===== config.mk =====
export PLATFORM = sky130hd
export DESIGN_NAME = i2c_bus_arbiter_flat
export DESIGN_NICKNAME = d
export VERILOG_FILES = /design/src/rtl/i2c_bus_arbiter_if.sv /design/src/rtl/i2c_bus_arbiter.sv /design/src/flat_wrapper.sv
export SDC_FILE = /design/constraint.sdc
export NUM_CORES = 1
export LEC_CHECK = 0
export CAP_MARGIN = 25
export CELL_PAD_IN_SITES_DETAIL_PLACEMENT = 1
export CELL_PAD_IN_SITES_GLOBAL_PLACEMENT = 1
export CORE_AREA = 2 2 83 85
export DETAILED_ROUTE_END_ITERATION = 10
export DIE_AREA = 0 0 85 87
export GPL_ROUTABILITY_DRIVEN = 0
export PLACE_DENSITY = 0.82
export SETUP_SLACK_MARGIN = 0.15
export SLEW_MARGIN = 20
export SYNTH_ARGS = -nofsm -noshare
export SYNTH_HDL_FRONTEND = slang
export SYNTH_SLANG_ARGS = --single-unit

===== constraint.sdc =====
create_clock -name clk -period 3.4 [get_ports clk]
set_input_delay 0.51 -clock clk [delete_from_list [all_inputs] [get_ports clk]]
set_output_delay 0.51 -clock clk [all_outputs]
set_load 0.1 [all_outputs]

===== src/rtl/i2c_bus_arbiter_if.sv =====
// Bundle between the requesters, the round-robin arbiter and the shared I2C_Master port.
// master: requester/master-model side; slave: the arbiter itself.
interface i2c_bus_arbiter_if #(
  parameter int N_REQ = 4
);
  logic [N_REQ-1:0]   req;
  logic [7*N_REQ-1:0] req_addr;
  logic [8*N_REQ-1:0] req_data;
  logic [N_REQ-1:0]   req_rw;
  logic [N_REQ-1:0]   gnt;
  logic [N_REQ-1:0]   done;
  logic               err;
  logic               busy;
  logic               m_enable;
  logic [6:0]         m_addr;
  logic [7:0]         m_data;
  logic               m_rw;
  logic               m_ready;

  modport master (
    output req, req_addr, req_data, req_rw, m_ready,
    input  gnt, done, err, busy, m_enable, m_addr, m_data, m_rw
  );

  modport slave (
    input  req, req_addr, req_data, req_rw, m_ready,
    output gnt, done, err, busy, m_enable, m_addr, m_data, m_rw
  );
endinterface


===== src/rtl/i2c_bus_arbiter.sv =====
// Round-robin arbiter sharing one I2C_Master among N_REQ single-byte requesters.
// Optional transaction timeout: define I2C_ARB_TIMEOUT_EN.
module i2c_bus_arbiter #(
  parameter int N_REQ          = 4,
  parameter int TIMEOUT_CYCLES = 4096,
  parameter int TO_W           = 16
) (
  input  logic               clk,
  input  logic               rst,
  i2c_bus_arbiter_if.slave   bus
);
  localparam int PTR_W = (N_REQ > 1) ? $clog2(N_REQ) : 1;
  // A misconfigured instance refuses to grant rather than misbehave silently.
  localparam bit CFG_OK = (N_REQ >= 2) && (N_REQ <= 8) && (TIMEOUT_CYCLES >= 1) &&
                          (TO_W >= 1) && (TO_W < 63) &&
                          (64'(TIMEOUT_CYCLES) < (64'd1 << TO_W));

  typedef enum logic [1:0] {
    ST_IDLE   = 2'd0,
    ST_LAUNCH = 2'd1,
    ST_RUN    = 2'd2,
    ST_DONE   = 2'd3
  } state_t;

  state_t             state_r, state_s;
  logic [PTR_W-1:0]   ptr_r, ptr_s;
  logic [PTR_W-1:0]   win_r, win_s;
  logic [PTR_W-1:0]   pick_s;
  logic [N_REQ-1:0]   gnt_r, gnt_s;
  logic [N_REQ-1:0]   done_r, done_s;
  logic               err_r, err_s;
  logic               busy_r;
  logic               m_enable_r, m_enable_s;
  logic [6:0]         m_addr_r, m_addr_s;
  logic [7:0]         m_data_r, m_data_s;
  logic               m_rw_r, m_rw_s;
  logic [6:0]         sel_addr_s;
  logic [7:0]         sel_data_s;
  logic               sel_rw_s;
  logic               to_hit_s;

  // First requester at or after p+1, wrapping: rotate so bit j is requester (p+1+j) mod N_REQ.
  function automatic logic [PTR_W-1:0] rr_pick(input logic [N_REQ-1:0] r,
                                               input logic [PTR_W-1:0] p);
    logic [2*N_REQ-1:0] dbl;
    logic [N_REQ-1:0]   rot;
    int                 off;
    dbl = {r, r} >> (int'(p) + 1);
    rot = dbl[N_REQ-1:0];
    off = 0;
    for (int j = N_REQ - 1; j >= 0; j--) begin
      if (rot[j]) off = j;
    end
    return PTR_W'((int'(p) + 1 + off) % N_REQ);
  endfunction

  function automatic logic [N_REQ-1:0] onehot(input logic [PTR_W-1:0] i);
    return {{(N_REQ-1){1'b0}}, 1'b1} << i;
  endfunction

  assign pick_s = rr_pick(bus.req, ptr_r);

  // Field mux for the candidate winner.
  always_comb begin
    sel_addr_s = 7'h00;
    sel_data_s = 8'h00;
    sel_rw_s   = 1'b0;
    for (int i = 0; i < N_REQ; i++) begin
      sel_addr_s = (pick_s == PTR_W'(i)) ? bus.req_addr[7*i +: 7] : sel_addr_s;
      sel_data_s = (pick_s == PTR_W'(i)) ? bus.req_data[8*i +: 8] : sel_data_s;
      sel_rw_s   = (pick_s == PTR_W'(i)) ? bus.req_rw[i]          : sel_rw_s;
    end
  end

`ifdef I2C_ARB_TIMEOUT_EN
  logic [TO_W-1:0] to_cnt_r;

  assign to_hit_s = (to_cnt_r == TO_W'(TIMEOUT_CYCLES - 1));

  // Timeout counter: zero outside LAUNCH/RUN, so it is clear on entry to LAUNCH.
  always_ff @(posedge clk or posedge rst) begin
    if (rst) begin
      to_cnt_r <= '0;
    end else if ((state_r == ST_LAUNCH) || (state_r == ST_RUN)) begin
      to_cnt_r <= to_cnt_r + 1'b1;
    end else begin
      to_cnt_r <= '0;
    end
  end
`else
  assign to_hit_s = 1'b0;
`endif

  // Next-state and next-output logic.
  always_comb begin
    state_s    = state_r;
    ptr_s      = ptr_r;
    win_s      = win_r;
    gnt_s      = gnt_r;
    done_s     = '0;
    err_s      = 1'b0;
    m_enable_s = m_enable_r;
    m_addr_s   = m_addr_r;
    m_data_s   = m_data_r;
    m_rw_s     = m_rw_r;
    case (state_r)
      ST_IDLE: begin
        if (CFG_OK && (|bus.req) && bus.m_ready) begin
          state_s    = ST_LAUNCH;
          win_s      = pick_s;
          gnt_s      = onehot(pick_s);
          m_enable_s = 1'b1;
          m_addr_s   = sel_addr_s;
          m_data_s   = sel_data_s;
          m_rw_s     = sel_rw_s;
        end else begin
          gnt_s      = '0;
          m_enable_s = 1'b0;
        end
      end
      ST_LAUNCH: begin
        if (to_hit_s) begin
          state_s    = ST_DONE;
          gnt_s      = '0;
          done_s     = onehot(win_r);
          err_s      = 1'b1;
          m_enable_s = 1'b0;
        end else if (!bus.m_ready) begin
          // Master has left IDLE; dropping enable makes it STOP after this byte.
          state_s    = ST_RUN;
          m_enable_s = 1'b0;
        end else begin
          m_enable_s = 1'b1;
        end
      end
      ST_RUN: begin
        if (to_hit_s) begin
          state_s = ST_DONE;
          gnt_s   = '0;
          done_s  = onehot(win_r);
          err_s   = 1'b1;
        end else if (bus.m_ready) begin
          state_s = ST_DONE;
          gnt_s   = '0;
          done_s  = onehot(win_r);
        end else begin
          state_s = ST_RUN;
        end
        m_enable_s = 1'b0;
      end
      ST_DONE: begin
        state_s    = ST_IDLE;
        ptr_s      = win_r;
        gnt_s      = '0;
        m_enable_s = 1'b0;
      end
      default: begin
        state_s    = ST_IDLE;
        gnt_s      = '0;
        m_enable_s = 1'b0;
      end
    endcase
  end

  // State and registered outputs.
  always_ff @(posedge clk or posedge rst) begin
    if (rst) begin
      state_r    <= ST_IDLE;
      ptr_r      <= PTR_W'(N_REQ - 1);
      win_r      <= '0;
      gnt_r      <= '0;
      done_r     <= '0;
      err_r      <= 1'b0;
      busy_r     <= 1'b0;
      m_enable_r <= 1'b0;
      m_addr_r   <= 7'h00;
      m_data_r   <= 8'h00;
      m_rw_r     <= 1'b0;
    end else begin
      state_r    <= state_s;
      ptr_r      <= ptr_s;
      win_r      <= win_s;
      gnt_r      <= gnt_s;
      done_r     <= done_s;
      err_r      <= err_s;
      busy_r     <= (state_s != ST_IDLE);
      m_enable_r <= m_enable_s;
      m_addr_r   <= m_addr_s;
      m_data_r   <= m_data_s;
      m_rw_r     <= m_rw_s;
    end
  end

  assign bus.gnt      = gnt_r;
  assign bus.done     = done_r;
  assign bus.err      = err_r;
  assign bus.busy     = busy_r;
  assign bus.m_enable = m_enable_r;
  assign bus.m_addr   = m_addr_r;
  assign bus.m_data   = m_data_r;
  assign bus.m_rw     = m_rw_r;
endmodule


===== src/flat_wrapper.sv =====
// flat-port wrapper written by rule: the top's interface ports become plain ports
module i2c_bus_arbiter_flat 
#(
  parameter int N_REQ          = 4,
  parameter int TIMEOUT_CYCLES = 4096,
  parameter int TO_W           = 16
)
  (clk, rst, bus_req, bus_req_addr, bus_req_data, bus_req_rw, bus_m_ready, bus_gnt, bus_done, bus_err, bus_busy, bus_m_enable, bus_m_addr, bus_m_data, bus_m_rw);
  i2c_bus_arbiter_if #(.N_REQ(N_REQ)) bus_i ();
  input  logic clk;
  input  logic rst;
  input wire logic [$bits(bus_i.req)-1:0] bus_req;
  input wire logic [$bits(bus_i.req_addr)-1:0] bus_req_addr;
  input wire logic [$bits(bus_i.req_data)-1:0] bus_req_data;
  input wire logic [$bits(bus_i.req_rw)-1:0] bus_req_rw;
  input wire logic [$bits(bus_i.m_ready)-1:0] bus_m_ready;
  output wire logic [$bits(bus_i.gnt)-1:0] bus_gnt;
  output wire logic [$bits(bus_i.done)-1:0] bus_done;
  output wire logic [$bits(bus_i.err)-1:0] bus_err;
  output wire logic [$bits(bus_i.busy)-1:0] bus_busy;
  output wire logic [$bits(bus_i.m_enable)-1:0] bus_m_enable;
  output wire logic [$bits(bus_i.m_addr)-1:0] bus_m_addr;
  output wire logic [$bits(bus_i.m_data)-1:0] bus_m_data;
  output wire logic [$bits(bus_i.m_rw)-1:0] bus_m_rw;
  assign bus_i.req = bus_req;
  assign bus_i.req_addr = bus_req_addr;
  assign bus_i.req_data = bus_req_data;
  assign bus_i.req_rw = bus_req_rw;
  assign bus_i.m_ready = bus_m_ready;
  assign bus_gnt = bus_i.gnt;
  assign bus_done = bus_i.done;
  assign bus_err = bus_i.err;
  assign bus_busy = bus_i.busy;
  assign bus_m_enable = bus_i.m_enable;
  assign bus_m_addr = bus_i.m_addr;
  assign bus_m_data = bus_i.m_data;
  assign bus_m_rw = bus_i.m_rw;
  i2c_bus_arbiter #(.N_REQ(N_REQ), .TIMEOUT_CYCLES(TIMEOUT_CYCLES), .TO_W(TO_W)) u_core (.clk(clk), .rst(rst), .bus(bus_i));
endmodule

### After elaboration in Yosys (flattened, before gate mapping)

Cells that the tools add are included.

* register bits: 32
* input bits: 71
* logic and storage cells: 59

* reduce and logical (&&, ||, !) cells: 8
* multiplexer cells: 28
* shifts and indexed selects: 3
* bitwise logic cells: 1
* equal/unequal tests: 7
* add/subtract/negate cells: 2

Operators with widths (number)
* $mux 8: 4
* $mux 7: 4
* $mux 4: 4
* $mux 2: 6
* $pmux 4 s3: 1
* $eq 2x2->1 const B: 4
* $pmux 2 s4: 1
* $shl 1x2->4 const A: 2
* $shr 8x3->4: 1
* $mux 1: 7
* $eq 2x1->1 const B: 2
* $logic_not 2->1: 2
* $reduce_and 2->1: 2
* $reduce_or 4->1: 1
* $add 2x1->3 const B: 1
* $pmux 1 s3: 1
* $add 2x2->2: 1
* $ne 2x2->1 const B: 1
* $reduce_bool 2->1: 1
* $reduce_or 2->1: 1
* $logic_and 1x1->1: 1
* $not 1->1: 1

### Longest topological paths before layout

Gate-level depths: netlist of run 1.

* depth after elaboration: 12
* mapped depth: 13
* gate-level depth less buffers: 11

### Worst setup path before layout of run 1

Ideal clock, no wire load.

* kind: input port to flip-flop
* from: input bus_req[3]
* to: register u_core.m_data_r[0] (netlist: u_core.bus.m_data[0])
* setup time: 125 ps
* data arrival time: 2842 ps
* stages: 10
* path slack: 432 ps
* cell sequence: buf_6 > nor2_1 > nor3_1 > a21oi_1 > o211ai_1 > ha_1 > clkbuf_1 > buf_1 > mux4_1 > mux2_2

* word-level cells in the longest chain between the ends: 11
* elaborated cells on any way between the ends: 17

RTL lines
* from (decl): line flat_wrapper.sv:12 `input wire logic [$bits(bus_i.req)-1:0] bus_req;`
* $shr 8x3->4 *: line i2c_bus_arbiter.sv:48 `dbl = {r, r} >> (int'(p) + 1);`
* $mux 2 (3 in series): line i2c_bus_arbiter.sv:52 `if (rot[j]) off = j;`
* $mux 2 *: line i2c_bus_arbiter.sv:52
* $add 2x2->2 *: line i2c_bus_arbiter.sv:54 `return PTR_W'((int'(p) + 1 + off) % N_REQ);`
* net u_core.pick_s[0]: line i2c_bus_arbiter.sv:28 `logic [PTR_W-1:0] pick_s;`
* $logic_not 2->1: line i2c_bus_arbiter.sv:70 `sel_data_s = (pick_s == PTR_W'(i)) ? bus.req_data[8*i +: 8] : sel_data_s;`
* $mux 8 (3 in series): line i2c_bus_arbiter.sv:70
* $mux 8 *: line i2c_bus_arbiter.sv:70
* to (signal assigned): line i2c_bus_arbiter.sv:189 `m_data_r <= m_data_s;`
* to (decl): line i2c_bus_arbiter.sv:35 `logic [7:0] m_data_r, m_data_s;`

The timed path passes the listed nets; every way through them passes the cells marked *.
A chain may end at the register's enable or synchronous reset.

### Final worst setup path of run 1

* from: input bus_req[1]
* to: register u_core.m_addr_r[0] (netlist: u_core.bus.m_addr[0])

* word-level cells in the longest chain between the ends: 11
* elaborated cells on any way between the ends: 17

RTL lines
* $shr 8x3->4: line i2c_bus_arbiter.sv:48
* $mux 2 (4 in series): line i2c_bus_arbiter.sv:52
* $add 2x2->2: line i2c_bus_arbiter.sv:54
* $logic_not 2->1: line i2c_bus_arbiter.sv:69 `sel_addr_s = (pick_s == PTR_W'(i)) ? bus.req_addr[7*i +: 7] : sel_addr_s;`
* $mux 7 (4 in series): line i2c_bus_arbiter.sv:69
* to (signal assigned): line i2c_bus_arbiter.sv:188 `m_addr_r <= m_addr_s;`
* to (decl): line i2c_bus_arbiter.sv:34 `logic [6:0] m_addr_r, m_addr_s;`

Several ways; a longest one is shown, not always the timed one.

==> impl_metrics.json, run 1 <==
{
  "final-seq-area_um2": 803,
  "fp.dieH_um": 87,
  "nNetsFinal": 318,
  "netlist_instances": 150,
  "antenna_found_initial": 0,
  "switching_share_pct": 53.1,
  "p_int_uw": 1570,
  "routed_wl_mm": 5.63,
  "cts_tree": "built",
  "synth_edf_count": 0,
  "die_area_um2": 7400,
  "critPathCaptureType": "register",
  "placed_cells": 319,
  "setup_tns_ns": 0,
  "cts_root_buf": "clkbuf_8",
  "fmax_ghz": 0.327,
  "slew_viol_final": 0,
  "synthXorXnorAreaFrac_pct": 0.934,
  "num_rows": 30,
  "syn_nets": 222,
  "synth_flop_cell": "dfrtp_1",
  "synth-async-reset-ratio_pct": 100,
  "nFillCells": 715,
  "die_x_um": 85,
  "start_util_pct": 28.6,
  "power.density_nw_per_um2": 1110,
  "via_count": 1652,
  "ios": 98,
  "crit_required_ns": 3.57,
  "drive_gt1_share_pct": 14.6,
  "fin_crit_ns": 3.06,
  "crit_type": "in2reg",
  "synth_top_family_by_area": "multiplexers",
  "p_comb_share_pct": 70.7,
  "worst_slew_pin_slew_ns": 1.01,
  "maxCapViolations": 0,
  "synthSimpleGateAreaFrac_pct": 11.1,
  "avgViaCountPerCell": 5.05,
  "power_leakage_uw": 0.00123,
  "ir_worst_vdd_mv": 0.614,
  "cts.sinks": 32,
  "hold_path_class": "reg2reg",
  "p_clk_share_pct": 9.2,
  "grt_pass1_vias": 1836,
  "start_kind": "primary input",
  "status": "finished clean",
  "ys_types": 35,
  "num_antenna_cells": 0,
  "core_area_um2": 6570,
  "finalHoldViolCount": 0,
  "maxSlewHeadroom_pct": 32.8,
  "reg2reg_setup_slack_ns": 0.46,
  "hold_buffers": 0,
  "hpwlAfterDp_mm": 4.31,
  "gr-usage-all-layers_pct": 15.9,
  "final_cells": 327,
  "yosysSeqAreaShare_pct": 42.8,
  "drt-wirelength-per-cell_um": 17.2,
  "clk_path_buf_depth": 2,
  "cp_data_arrival_time_ns": 3.23,
  "clk_latency_ns": 0.29,
  "worstPathMaxFanout": 20,
  "antenna_left": 0,
  "grt_max_degree": 33,
  "cts-buffers-inserted": 5,
  "synth_seq_cells": 32,
  "period_share_pct": 90.0,
  "synth_compound_area_share_pct": 9.21,
  "synth_mux_area_share_pct": 30.4,
  "seq_power_share_pct": 20.0,
  "setup_viol": 0,
  "synthAdderAreaFrac_pct": 0.667,
  "holdWs_ns": 0.497,
  "path_clk_slew_ns": 0.07,
  "layout_commonest_cell": "clkdlybuf4s50_1",
  "final_cell_mix": "clkdlybuf4s50_1 (96), dfrtp_1 (30), mux2_2 (17), mux4_1 (14), nand2_1 (12)",
  "rsz0062_at_grt": "false",
  "firstDrtPassIters": 4,
  "grt_pass1_wl_mm": 9.11,
  "p_sw_uw": 1770,
  "grt_overflow_total": 0,
  "multi_input_area_um2": 990,
  "netlist_area_um2": 1880,
  "drtIter0Drc": 42,
  "syn_to_final_growth_pct": 60.4,
  "synth_warnings": 0,
  "clock_skew_ns": 0.0108,
  "drc_errors": 0,
  "port_buffers": 96,
  "htreeDepth": 2,
  "syn_area_per_cell_um2": 12.5
}
kinds of logic (layout without fill, tap and decap cells):
logic type / Yosys count / count (layout)
buffers and inverters: 16 / 113
flip-flops: 32 / 32
AND/OR/NAND/NOR: 41 / 41
multiplexers: 32 / 32
adder cells (fa/ha/maj): 1 / 1
other: 1 / 1
XOR/XNOR: 2 / 2
AO/OA/AOI/OAI: 25 / 25
path summary, 6_finish.rpt:
| kind | depth (start not counted) | startpoint | endpoint |
|---|---|---|---|
| max in group asynchronous | 3 | rst | u_core.ptr_r[1]$_DFFE_PP1N_ |
| max | 12 | bus_req[1] | u_core.bus.m_addr[0]$_DFFE_PP0P_ |
| max reg2reg | 11 | u_core.ptr_r[0]$_DFFE_PP1N_ | u_core.bus.m_addr[0]$_DFFE_PP0P_ |
| min in group asynchronous | 3 | rst | u_core.bus.gnt[0]$_DFFE_PP0P_ |
| min reg2reg | 1 | u_core.bus.gnt[3]$_DFFE_PP0P_ | u_core.bus.gnt[3]$_DFFE_PP0P_ |
| min | 1 | u_core.bus.gnt[3]$_DFFE_PP0P_ | u_core.bus.gnt[3]$_DFFE_PP0P_ |
critical path, stage by stage:
cell and delay (ns):
clkdlybuf4s50_1 0.54, nor2_2 0.19, nor3_1 0.08, a21oi_1 0.15, o211ai_1 0.10, ha_1 0.20, xor2_1 0.15, xnor2_1 0.23
a31o_4 0.15, and2_4 0.29, mux4_1 0.35, mux2_2 0.28
sequential cells by signal, indices dropped and copies added, names as in the netlist:
name and flops:
u_core.bus.m_rw 1, u_core.bus.done 4, u_core.state_r 2, u_core.ptr_r 2, u_core.bus.m_addr 7, u_core.bus.gnt 4
u_core.win_r 2, u_core.bus.busy 1, u_core.bus.m_enable 1, u_core.bus.m_data 8
metal layers:
metal / global-route usage, % / vias up / part of all wire, %
met5: 0 / - / 0
met4: 5.34 / 0 / 2.0
met3: 4.36 / 7 / 7.4
met2: 27.9 / 65 / 51
met1: 18.7 / 807 / 40
li1: - / 773 / -
stage by stage:
step           power, µW  util, %  cell area [µm²]  setup slack (ns)
3_5_place_dp        3070     44.3             2910           -0.0324
5_1_grt             3520     45.8             3010             0.170
4_1_cts             3380     45.7             3000             0.264
3_3_place_gp        3010     44.3             2910             0.128
2_1_floorplan       2520        -             1880             0.432
6_report            3340     45.8             3010             0.340
what timing repair did:
| action | 4_1_cts | 5_1_grt |
|---|---|---|
| gates resized for setup | 0 | 2 |
| endpoints found under the hold margin | 0 | 0 |
| setup endpoints to repair | 0 | 12 |
| setup buffers | 0 | 0 |
power by group through the flow:
stage	Combinational, µW	Clock [µW]	Sequential, µW
2_1_floorplan	972	0	1550
3_3_place_gp	2350	0	662
3_5_place_dp	2390	0	676
4_1_cts	2400	319	669
6_report	2360	309	669
5_1_grt	2490	336	696
cells in the mapped netlist, types with 3 or more instances:
cell type   n  area [µm²]
a21oi_1     4        20.0
nor3_1      3        15.0
nand2_1    12        45.0
nor2_1     10        37.5
inv_1       5        18.8
o21ai_0     4        20.0
dfrtp_1    30         751
clkbuf_1    5        18.8
a31oi_1     5        31.3
mux4_1     14         368
mux2_2     17         191
o31ai_1     4        30.0
nand2b_1    3        18.8
o22ai_1     3        18.8
nor3b_1     3        22.5
buf_6       3        33.8
layout make-up:
type / instances / area share [%]
Timing Repair Buffer: 100 / 33.4
Sequential cell: 32 / 26.7
Clock buffer: 6 / 2.75
Inverter: 5 / 0.624
Multi-Input combinational cell: 102 / 32.9
Tap cell: 80 / 3.33
Clock inverter: 2 / 0.333
(Power assumes the default switching activity.)
==> run 2: changes to the inputs <==
--- a/config.mk
+++ b/config.mk
@@ -8,13 +8,12 @@
 export CAP_MARGIN = 25
 export CELL_PAD_IN_SITES_DETAIL_PLACEMENT = 1
 export CELL_PAD_IN_SITES_GLOBAL_PLACEMENT = 1
-export CORE_AREA = 2 2 83 85
+export CORE_AREA = 2 2 87 89
 export DETAILED_ROUTE_END_ITERATION = 10
-export DIE_AREA = 0 0 85 87
+export DIE_AREA = 0 0 89 91
 export GPL_ROUTABILITY_DRIVEN = 0
-export PLACE_DENSITY = 0.82
+export PLACE_DENSITY = 0.78
 export SETUP_SLACK_MARGIN = 0.15
-export SLEW_MARGIN = 20
 export SYNTH_ARGS = -nofsm -noshare
 export SYNTH_HDL_FRONTEND = slang
 export SYNTH_SLANG_ARGS = --single-unit
==> constraint.sdc (replaced) <==
create_clock -name clk -period 2.55 [get_ports clk]
set_input_delay 0.3825 -clock clk [delete_from_list [all_inputs] [get_ports clk]]
set_output_delay 0.3825 -clock clk [all_outputs]
set_load 0.1 [all_outputs]
==> impl_metrics.json, run 2 (same netlist as run 1, synthesis figures left out) <==
{
  "nNetsFinal": 343,
  "cts.sinks": 32,
  "ff2ff_path_depth": 11,
  "nFillCells": 798,
  "grt_overflow_total": 0,
  "antenna_found_initial": 0,
  "fp.dieH_um": 91,
  "rsz0062_at_grt": "true",
  "setup_viol": 19,
  "multi_input_area_um2": 1110,
  "holdWs_ns": 0.486,
  "grt_pass1_wl_mm": 9.65,
  "drtIter0Drc": 44,
  "worst_slack_ns": -0.253,
  "finalHoldViolCount": 0,
  "maxCapViolations": 0,
  "largest_register_ffs": 8,
  "grt_pass1_vias": 1922,
  "clk_path_buf_depth": 2,
  "ios": 98,
  "worstPathMaxFanout": 8,
  "drc_errors": 0,
  "clk_latency_ns": 0.28,
  "num_antenna_cells": 0,
  "grt_max_degree": 33,
  "start_kind": "register",
  "routed_wl_mm": 6.31,
  "r2r_start": "u_core.ptr_r[0]$_DFFE_PP1N_",
  "syn_to_final_growth_pct": 75.0,
  "final-seq-area_um2": 803,
  "violations": "setup timing",
  "final_cell_mix": "clkdlybuf4s50_1 (66), buf_4 (46), dfrtp_1 (30), mux2_2 (17), mux4_1 (13)",
  "die_x_um": 89,
  "cts_tree": "built",
  "placed_cells": 350,
  "htreeDepth": 2,
  "path_clk_slew_ns": 0.07,
  "core_area_um2": 7140,
  "cts_root_buf": "clkbuf_8",
  "antenna_left": 0,
  "via_count": 1761,
  "critPathCaptureType": "register",
  "final_cells": 371,
  "cts-buffers-inserted": 5,
  "cp_data_arrival_time_ns": 2.97,
  "clock_skew_ns": 0.00252,
  "hold_path_class": "in2async",
  "setup_tns_ns": -3.69,
  "period_share_pct": 110,
  "worst_slew_pin_slew_ns": 0.570,
  "crit_type": "reg2reg",
  "drive_gt1_share_pct": 36.4,
  "endpoint": "u_core.bus.m_data[6]$_DFFE_PP0P_",
  "reg2reg_setup_slack_ns": -0.25,
  "crit_path_start": "u_core.ptr_r[0]$_DFFE_PP1N_",
  "dp_slack_ns": -0.684,
  "r2r_end": "u_core.bus.m_data[6]$_DFFE_PP0P_",
  "maxSlewHeadroom_pct": 61.9,
  "slew_viol_final": 0,
  "gr-usage-all-layers_pct": 15.8,
  "hpwlAfterDp_mm": 4.61,
  "layout_commonest_cell": "clkdlybuf4s50_1",
  "port_buffers": 96,
  "avgViaCountPerCell": 4.75,
  "firstDrtPassIters": 4,
  "num_rows": 31,
  "fin_crit_ns": 2.80,
  "start_util_pct": 26.3,
  "crit_required_ns": 2.72,
  "fmax_ghz": 0.357,
  "die_area_um2": 8100,
  "status": "finished, violations left",
  "drt-wirelength-per-cell_um": 17.0
}
## run 2: cell types whose count changed in the layout (fill, tap and decap cells not counted), moves of 3 or more
cell             previous run  this run
buf_4                       3        46
buf_6                       0         5
clkdlybuf4s50_1            96        66
o31ai_1                     4         0
dlygate4sd2_1               0         4
o31ai_4                     0         3
## run 2: worst max-delay path: stages (launching register included)
cell and delay [ns]:
dfstp_2 0.58, buf_4 0.13, nor2_1 0.04, a21oi_1 0.16, o211ai_1 0.12, ha_2 0.20
xor2_1 0.16, xnor2_1 0.22, nand4_1 0.26, and2_4 0.27, mux4_2 0.29, mux2_2 0.27
## run 2: per-stage QoR
stage / util, % / cell area, µm²
after global placement: 41.7 / 2980
after global routing: 46.0 / 3280
after floorplan: - / 1890
final: 46.0 / 3280
after detailed placement: 41.7 / 2980
after CTS: 45.0 / 3210
## run 2: routing by layer
metal | part of all wire, % | track usage (%) | vias up | wire length, µm
met2 | 51 | 28.0 | 67 | 3240
li1 | - | - | 818 | -
met1 | 39 | 17.8 | 865 | 2440
met3 | 8.0 | 4.00 | 11 | 507
met4 | 2.0 | 5.72 | 0 | 128
met5 | 0 | 0 | - | 0
## run 2: worst min path at each step
stage / end / start / slack, ns / cells after the start
after CTS: u_core.bus.m_enable$_DFF_PP0_ / rst / 0.50 / 3
after detailed placement: u_core.bus.gnt[0]$_DFFE_PP0P_ / u_core.bus.gnt[0]$_DFFE_PP0P_ / 0.48 / 2
after global routing: u_core.bus.m_enable$_DFF_PP0_ / rst / 0.54 / 3
after floorplan: u_core.bus.done[2]$_DFF_PP0_ / u_core.win_r[0]$_DFFE_PP0P_ / 0.47 / 1
after global placement: u_core.bus.gnt[2]$_DFFE_PP0P_ / u_core.bus.gnt[2]$_DFFE_PP0P_ / 0.47 / 2
final: u_core.bus.m_addr[2]$_DFFE_PP0P_ / rst / 0.49 / 3
## run 2: area by class of cell
| cell class | instances | share of cell area, % |
|---|---|---|
| multi-input combinational | 104 | 33.7 |
| clock inverter | 2 | 0.305 |
| inverter | 5 | 0.572 |
| clock buffer | 6 | 2.52 |
| sequential | 32 | 24.5 |
| tap | 99 | 3.77 |
| timing repair buffer | 123 | 34.7 |
## run 2: timing repair
item / 4_1_cts / 5_1_grt
gates cloned: 2 / 0
gates resized for setup: 20 / 7
pin swaps: 9 / 10
hold buffers: 0 / 0
endpoints found under the setup margin: 21 / 21
buffers inserted: 10 / 1
Power of run 2 is left out: the tool's default activity adds up to more than one toggle a clock period on the data nets, which glitch-free logic cannot reach.
